[src/rtl/keypoint_collector_if.sv]
// rtl/keypoint_collector_if.sv - record stream from keypoint_collector to the descriptor stage
interface keypoint_collector_if;
  logic        o_valid;
  logic        i_ready;
  logic [52:0] o_data;

  modport master (output o_valid, output o_data, input i_ready);
  modport slave  (input o_valid, input o_data, output i_ready);
endinterface

[src/rtl/keypoint_collector.sv]
// rtl/keypoint_collector.sv - packs FAST keypoints into a FWFT FIFO with per-frame trailers; KP_SCORE_FILTER_EN enables score filtering
module keypoint_collector #(
  parameter int          DEPTH     = 64,
  parameter int          MAX_KP    = 500,
  parameter logic [7:0]  MIN_SCORE = 8'd0
) (
  input  logic        i_clk,
  input  logic        i_rst,
  input  logic        i_start,
  input  logic        i_end,
  input  logic        i_flag,
  input  logic [9:0]  i_x,
  input  logic [9:0]  i_y,
  input  logic [7:0]  i_score,
  input  logic [11:0] i_cos,
  input  logic [11:0] i_sin,
  output logic        o_busy,
  output logic        o_err,
  keypoint_collector_if.master rec
);

  localparam int AW = $clog2(DEPTH);
  localparam int CW = AW + 1;
  localparam logic [CW-1:0] CNT_LIM  = CW'(DEPTH - 1);
  localparam logic [CW-1:0] CNT_FULL = CW'(DEPTH);
  localparam logic [15:0]   KP_LIM   = 16'(MAX_KP);

  typedef enum logic [1:0] {S_IDLE, S_COLLECT, S_TRAILER} state_t;

  state_t        r_state, w_state_nxt;
  logic [15:0]   r_kp_cnt, w_kp_nxt;
  logic [15:0]   r_drop_cnt, w_drop_nxt;
  logic          r_err, w_err_nxt;
  logic [52:0]   r_mem [DEPTH];
  logic [AW-1:0] r_wptr, r_rptr;
  logic [CW-1:0] r_cnt;
  logic          w_valid, w_pop, w_push, w_keep, w_admit;
  logic [52:0]   w_push_data, w_kp_rec, w_tr_rec;

`ifdef KP_SCORE_FILTER_EN
  assign w_keep = (i_score >= MIN_SCORE);
`else
  logic w_unused_min_score;
  assign w_unused_min_score = ^MIN_SCORE;
  assign w_keep = 1'b1;
`endif

  assign w_valid  = (r_cnt != '0);
  assign w_pop    = w_valid && rec.i_ready;
  // Admission looks at the pre-pop count so a slot always remains for the trailer.
  assign w_admit  = i_flag && w_keep && (r_cnt < CNT_LIM) && (r_kp_cnt < KP_LIM);
  assign w_kp_rec = {1'b0, i_x, i_y, i_score, i_cos, i_sin};
  assign w_tr_rec = {1'b1, r_kp_cnt, r_drop_cnt, 20'd0};

  always_comb begin
    w_state_nxt = r_state;
    w_kp_nxt    = r_kp_cnt;
    w_drop_nxt  = r_drop_cnt;
    w_err_nxt   = r_err;
    w_push      = 1'b0;
    w_push_data = w_kp_rec;
    case (r_state)
      S_IDLE: begin
        if (i_start) begin
          w_kp_nxt    = '0;
          w_drop_nxt  = '0;
          w_state_nxt = S_COLLECT;
        end
      end
      S_COLLECT: begin
        if (i_start) begin
          w_err_nxt  = 1'b1;
          w_kp_nxt   = '0;
          w_drop_nxt = '0;
        end else begin
          if (w_admit) begin
            w_push   = 1'b1;
            w_kp_nxt = r_kp_cnt + 16'd1;
          end else if (i_flag && w_keep && (r_drop_cnt != 16'hFFFF)) begin
            w_drop_nxt = r_drop_cnt + 16'd1;
          end
          if (i_end) w_state_nxt = S_TRAILER;
        end
      end
      S_TRAILER: begin
        // A back-to-back frame can leave the FIFO full; hold here until a slot opens.
        if ((r_cnt != CNT_FULL) || w_pop) begin
          w_push      = 1'b1;
          w_push_data = w_tr_rec;
          if (i_start) begin
            w_kp_nxt    = '0;
            w_drop_nxt  = '0;
            w_state_nxt = S_COLLECT;
          end else begin
            w_state_nxt = S_IDLE;
          end
        end
      end
      default: w_state_nxt = S_IDLE;
    endcase
  end

  always_ff @(posedge i_clk or posedge i_rst) begin
    if (i_rst) begin
      r_state    <= S_IDLE;
      r_kp_cnt   <= '0;
      r_drop_cnt <= '0;
      r_err      <= 1'b0;
      r_wptr     <= '0;
      r_rptr     <= '0;
      r_cnt      <= '0;
    end else begin
      r_state    <= w_state_nxt;
      r_kp_cnt   <= w_kp_nxt;
      r_drop_cnt <= w_drop_nxt;
      r_err      <= w_err_nxt;
      if (w_push) r_wptr <= r_wptr + AW'(1);
      if (w_pop)  r_rptr <= r_rptr + AW'(1);
      case ({w_push, w_pop})
        2'b10:   r_cnt <= r_cnt + CW'(1);
        2'b01:   r_cnt <= r_cnt - CW'(1);
        default: r_cnt <= r_cnt;
      endcase
    end
  end

  always_ff @(posedge i_clk) begin
    if (w_push) r_mem[r_wptr] <= w_push_data;
  end

  assign rec.o_valid = w_valid;
  assign rec.o_data  = w_valid ? r_mem[r_rptr] : '0;
  assign o_busy      = (r_state != S_IDLE);
  assign o_err       = r_err;

endmodule

[src/flat_wrapper.sv]
// flat-port wrapper written by rule: the top's interface ports become plain ports
module keypoint_collector_flat 
#(
  parameter int          DEPTH     = 64,
  parameter int          MAX_KP    = 500,
  parameter logic [7:0]  MIN_SCORE = 8'd0
)
  (i_clk, i_rst, i_start, i_end, i_flag, i_x, i_y, i_score, i_cos, i_sin, o_busy, o_err, rec_o_valid, rec_o_data, rec_i_ready);
  keypoint_collector_if rec_i ();
  input  logic i_clk;
  input  logic i_rst;
  input  logic i_start;
  input  logic i_end;
  input  logic i_flag;
  input  logic [9:0] i_x;
  input  logic [9:0] i_y;
  input  logic [7:0] i_score;
  input  logic [11:0] i_cos;
  input  logic [11:0] i_sin;
  output logic o_busy;
  output logic o_err;
  output wire logic [$bits(rec_i.o_valid)-1:0] rec_o_valid;
  output wire logic [$bits(rec_i.o_data)-1:0] rec_o_data;
  input wire logic [$bits(rec_i.i_ready)-1:0] rec_i_ready;
  assign rec_o_valid = rec_i.o_valid;
  assign rec_o_data = rec_i.o_data;
  assign rec_i.i_ready = rec_i_ready;
  keypoint_collector #(.DEPTH(DEPTH), .MAX_KP(MAX_KP), .MIN_SCORE(MIN_SCORE)) u_core (.i_clk(i_clk), .i_rst(i_rst), .i_start(i_start), .i_end(i_end), .i_flag(i_flag), .i_x(i_x), .i_y(i_y), .i_score(i_score), .i_cos(i_cos), .i_sin(i_sin), .o_busy(o_busy), .o_err(o_err), .rec(rec_i));
endmodule
[config.mk]
export PLATFORM = sky130hd
export DESIGN_NAME = keypoint_collector_flat
export DESIGN_NICKNAME = d
export VERILOG_FILES = /design/src/rtl/keypoint_collector_if.sv /design/src/rtl/keypoint_collector.sv /design/src/flat_wrapper.sv
export SDC_FILE = /design/constraint.sdc
export NUM_CORES = 2
export LEC_CHECK = 0
export ABC_CLOCK_PERIOD_IN_PS = 14020
export CAP_MARGIN = 25
export CORE_ASPECT_RATIO = 1.4
export CORE_MARGIN = 2
export CORE_UTILIZATION = 61
export CTS_BUF_LIST = sky130_fd_sc_hd__clkbuf_4
export DETAILED_ROUTE_END_ITERATION = 8
export GPL_ROUTABILITY_DRIVEN = 0
export PLACE_DENSITY = 0.85
export SYNTH_ARGS = -nofsm -noshare
export SYNTH_HDL_FRONTEND = slang
export SYNTH_SLANG_ARGS = --single-unit
[constraint.sdc]
create_clock -name i_clk -period 14.02 [get_ports i_clk]
set_clock_uncertainty 0.05 [all_clocks]
set_input_delay 1.402 -clock i_clk [delete_from_list [all_inputs] [get_ports i_clk]]
set_output_delay 1.402 -clock i_clk [all_outputs]
set_load 0.01 [all_outputs]
Word level (Yosys, flattened, before mapping)
Memories as Yosys holds them, arrays and structs flattened.
Index checks and enable logic that the tools add are counted.
{ "op_classes": {"muxes": 27, "magnitude_cmp": 2, "n_reduce_logical": 14, "eq_ne": 13, "addsub": 6} }
{ "op_table": {"columns": ["cell", "count"], "rows": [
  ["$mux 53", 3],
  ["$mux 16", 9],
  ["$pmux 16 s3", 2],
  ["$add 16x1->16 const B", 2],
  ["$lt 16x9->1 const B", 1],
  ["$ne 16x16->1 const B", 1],
  ["$pmux 7 s2", 1],
  ["$add 6x1->6 const B", 2],
  ["$mux 2", 4],
  ["$reduce_and 4->1", 2],
  ["$add 7x1->7 const B", 1],
  ["$lt 7x6->1 const B", 1],
  ["$ne 7x7->1 const B", 1],
  ["$reduce_bool 7->1", 1],
  ["$sub 7x1->7 const B", 1],
  ["$mux 1", 6],
  ["$ne 2x2->1 const B", 3],
  ["$ne 3x2->1 const B", 2],
  ["$pmux 2 s3", 1],
  ["$eq 2x1->1 const B", 2],
  ["$eq 2x2->1 const B", 2],
  ["$logic_and 1x1->1", 4],
  ["$reduce_bool 2->1", 2],
  ["$ne 3x3->1 const B", 1],
  ["other kinds (7)", 7]
]} }
{ "totals": {"ram_bits": 3392, "mem_count": 1, "register_bits": 54, "out_inout_bits": 56, "input_bits": 58} }
{ "mem_list": {"columns": ["name", "depth", "word_bits", "rd", "rd_ports_with_merged_regs", "write_ports", "line", "text"], "rows": [
  ["u_core.r_mem", 64, 53, 1, 0, 1, "keypoint_collector.sv:34", "logic [52:0] r_mem [DEPTH];"]
]} }

Longest topological paths before layout
{ "logic_depth": {"word_depth": 8, "depth_mapped": 17, "depth_no_buf": 15} }

Worst setup path after synthesis
OpenSTA, ideal clock, no wires.
{ "synth_path": {"kind": "input-to-reg", "start": "input port i_flag", "end": "memory u_core.r_mem[61][0] (enable)", "n_path_buf": 1, "arrival_ns": 4.843, "setup_ns": 0.464, "path_slack_ns": 8.663, "path_stages": 6, "required_ns": 13.506, "path_cell_list": "nand4b_1 -> or4_1 -> a21oi_1 -> nand2b_1 -> clkbuf_1 -> nor2_1"} }
{ "synth_via": {"elab_chain_cells": 7} }
{ "synth_rtl": {"columns": ["element", "line", "text"], "rows": [
  ["from (decl)", "flat_wrapper.sv:14", "input logic i_flag;"],
  ["$logic_and 1x1->1 (2 in a row)", "keypoint_collector.sv:51", "assign w_admit = i_flag && w_keep && (r_cnt < CNT_LIM) && (r_kp_cnt < KP_LIM);"],
  ["$mux 1", "keypoint_collector.sv:76", "if (w_admit) begin"],
  ["$mux 1", "keypoint_collector.sv:71", "if (i_start) begin"],
  ["$pmux 1 s2", "keypoint_collector.sv:62", "case (r_state)"],
  ["$mux 1", "keypoint_collector.sv:128", "if (w_push) r_mem[r_wptr] <= w_push_data;"],
  ["$mux 1 (implied by the code)", "keypoint_collector.sv:128", null],
  ["to (decl)", "keypoint_collector.sv:34", null]
]} }
Every way passes these cells.

Worst setup path after layout
{ "layout_path": {"start": "register u_core.r_rptr[2]", "end": "output port rec_o_data[9]"} }
{ "layout_via": {"elab_chain_cells": 2} }
{ "layout_rtl": {"columns": ["element", "line", "text"], "rows": [
  ["from (decl)", "keypoint_collector.sv:35", "logic [AW-1:0] r_wptr, r_rptr;"],
  ["from (signal assigned)", "keypoint_collector.sv:118", "if (w_pop) r_rptr <= r_rptr + AW'(1);"],
  ["$mem_v2 64x53", null, null],
  ["$mux 53", "keypoint_collector.sv:132", "assign rec.o_data = w_valid ? r_mem[r_rptr] : '0;"],
  ["to (decl)", "flat_wrapper.sv:23", "output wire logic [$bits(rec_i.o_data)-1:0] rec_o_data;"]
]} }
Every way passes these cells.

==> run metrics <==
status finished clean; final worst-path cycle share 0.628; Detailed Route Iter0 Violations about 14k; clock-pin slew on the worst setup and hold paths 0.08 ns; setup TNS 0 ns; P&R area growth vs syn 11.5%; NumNets Final a little under 7k; delay of the slowest critical-path stage approximately 1.0 ns; Die Ht 557 µm; critical path required time 12.57 ns; setup violators final 0; Mapped Cells 6126; GR Util All Layers 0.346; Synth Net Count 6196; Final Non-Filler Cells 10.2k; Critical Path AT 7.35 ns; synth warn 0; setup bufs post-CTS 0; PostCTS Resize Cnt 0; final critical-path required period 8.80 ns; fillcell total 12.1k; hold buffers post-CTS 0; Starting Density 0.614; Synth area leader edfxtp_1; Post-Syn Area 133000 µm²; crit-path most repeated cell buf_4; share of post-route cells with drive strength above 1 0.301; critical path startpoint category flop; slew at the pin closest to its max-slew limit 1.24 ns; power per cell area 192 nW/µm²; maximum vdd drop 235 µV; Setup crit end kind output pin; Num CTS Buffers 734; min-delay worst type reg -> reg; TritonRoute pass-1 iters 8; Via density 7.22; worst-path fanout max 46; Peak Freq about 0.11 GHz; H-tree depth 6; Post-synth top cells edfxtp_1, mux4_2, mux2i_1, nand2_1; CP max-delay cell dfrtp_4; Inst Count DP 8918; I/O Buffers 113; TritonCTS clock tree built; detailed-route via count 73.9k; RSZ-0062 raised after global routing no; grt ovf 0; initial antenna violation count 21; largest net degree at the start of global routing 147; ANT nets after route 0; vias in the first global route 74.3k; Final Hold Fails 0; I/O Pins 114; Site Rows 202; CTS root buffer clkbuf_4; die span in x about 400 µm; main area contributors after synthesis edfxtp_1, mux4_2, mux2i_1; CP Cell Sequence buf_4 -> buf_4 -> buf_4 -> mux4_2 -> mux2i_1 -> nor2_1 -> a2111oi_0 -> a2111oi_0 -> a21o_1 -> clkdlybuf4s50_1; number of synthesized register bits 3446; Synth top area share 0.766; Leak 48.2 nW; Core Footprint 217000 µm²; Reg area 103000 µm²; ys async rst share 0.0157; Residual DRC 0; syn avg cell area 21.7 µm²; multi-input combinational cell area 28500 µm²; Sink Count between 3k and 4k; Post-synth EDFFs around 3.4k; Post-Route WL 387000 µm; most frequent cell after synthesis edfxtp_1; max cap viols 0; CTS Buffer Depth 4; ys flop type edfxtp_1; Clock Latency Late Sink between 1 and 1.5 ns; sequential fraction of the synthesis area 0.776; max-slew violation count 0; Slew headroom 0.171; WL/cell 37.8 µm; crit path kind reg -> out; post-synthesis cell type count 64; HPWL after detailed placement 197000 µm; first-pass GRT wire length 532000 µm; die area between 200000 and 250000 µm²
==> through the flow <==
stage	util	power (W)	area [µm²]	hold slack [ns]	setup slack, ns
after floorplan	-	0.0179	133000	0.417	8.66
final	0.685	0.0284	148000	0.413	5.22
after detailed placement	0.638	0.0207	138000	0.402	7.02
after global placement	0.637	0.0204	138000	0.390	7.00
after CTS	0.681	0.0282	148000	0.418	5.47
after global routing	0.684	0.0292	148000	0.453	5.31
==> path summary, 6_finish.rpt <==
path / startpoint / end / slack (ns) / cells past startpoint
setup / recovery: u_core.r_rptr[2] / rec_o_data[9] / 5.22 / 10
hold / removal: u_core.o_err / u_core.o_err / 0.41 / 1
setup reg to reg: u_core.r_kp_cnt[9] / u_core.r_mem[13][23] / 8.92 / 7
hold reg to reg: u_core.o_err / u_core.o_err / 0.41 / 1
max in group asynchronous: i_rst / u_core.r_rptr[4] / 12.77 / 3
min in group asynchronous: i_rst / u_core.r_wptr[0] / 0.57 / 3
==> final cells by class <==
cell class                 instances  area share
sequential                      3446       0.696
multi-input combinational       2307       0.192
clock buffer                    1054      0.0534
timing repair buffer             330      0.0242
tap                             2856      0.0241
clock inverter                   208     0.00924
inverter                          13    0.000329
antenna                           14    0.000236
==> per-layer routing <==
layer  GRT usage  wire length [µm]  vias up
met5           0               194        -
met4       0.239             31900       20
met3       0.100             56000     1749
met2       0.554            186000     7806
met1       0.406            112000    36600
li1            -                 -    27700
==> flip-flops by register name, indices dropped and copies added (netlist names) <==
register and cells:
u_core.r_mem 3392, u_core.r_cnt 7, u_core.r_state 2, u_core.r_drop_cnt 16
u_core.o_err 1, u_core.r_rptr 6, u_core.r_kp_cnt 16, u_core.r_wptr 6
==> critical path: cells and delay by family, from the launching register on <==
kind	cells	cell delay, ns
compound gates	3	1.46
simple gates	1	0.07
buf+inv	4	2.75
mux	2	0.58
flops	1	1.01
==> kinds of logic (layout without fill, tap and decap cells) <==
logic type / count (synthesis) / count (layout) / synth area share
flip-flops: 3446 / 3446 / 0.776
multiplexers: 1235 / 1235 / 0.159
AO/OA/AOI/OAI: 624 / 624 / 0.0336
AND/OR/NAND/NOR: 413 / 413 / 0.0141
buffers and inverters: 373 / 1605 / 0.0146
XOR/XNOR: 23 / 23 / 0.00151
adder cells (fa/ha/maj): 12 / 12 / 0.00113
other: 0 / 14 / 0
==> layout by cell type, fill, tap and decap left out, types with 10 or more instances in the layout <==
| cell | Yosys | layout |
|---|---|---|
| a2111oi_0 | 77 | 76 |
| a211oi_1 | 53 | 53 |
| a21o_1 | 34 | 34 |
| a21oi_1 | 62 | 62 |
| a221oi_1 | 52 | 52 |
| a22oi_1 | 41 | 41 |
| and2_1 | 35 | 19 |
| and2_2 | 0 | 15 |
| buf_12 | 0 | 47 |
| buf_16 | 0 | 12 |
| buf_4 | 59 | 157 |
| bufinv_16 | 0 | 19 |
| clkbuf_4 | 0 | 1054 |
| clkdlybuf4s50_1 | 0 | 113 |
| clkinv_1 | 1 | 139 |
| clkinv_2 | 0 | 30 |
| clkinvlp_4 | 0 | 10 |
| dfrtp_1 | 54 | 49 |
| diode_2 | 0 | 14 |
| edfxtp_1 | 3392 | 3392 |
| ha_1 | 12 | 12 |
| inv_2 | 1 | 11 |
| mux2_2 | 36 | 36 |
| mux2i_1 | 500 | 500 |
| mux4_2 | 699 | 699 |
| nand2_1 | 147 | 127 |
| nand2_2 | 0 | 18 |
| nand3_1 | 18 | 17 |
| nor2_1 | 135 | 68 |
| nor2_4 | 0 | 67 |
| o21ai_0 | 73 | 73 |
| o22ai_1 | 143 | 143 |
| o311ai_0 | 18 | 18 |
| or3_1 | 12 | 11 |
| xnor2_1 | 13 | 13 |
| xor2_1 | 10 | 10 |
==> power breakdown <==
part	leakage [nW]	total [W]	switching [W]	internal (W)
Combinational	11.5	0.00870	0.00518	0.00352
Clock	5.50	0.00762	0.00382	0.00380
Sequential	31.3	0.0121	0.000184	0.0119
(Power assumes the default switching activity.)
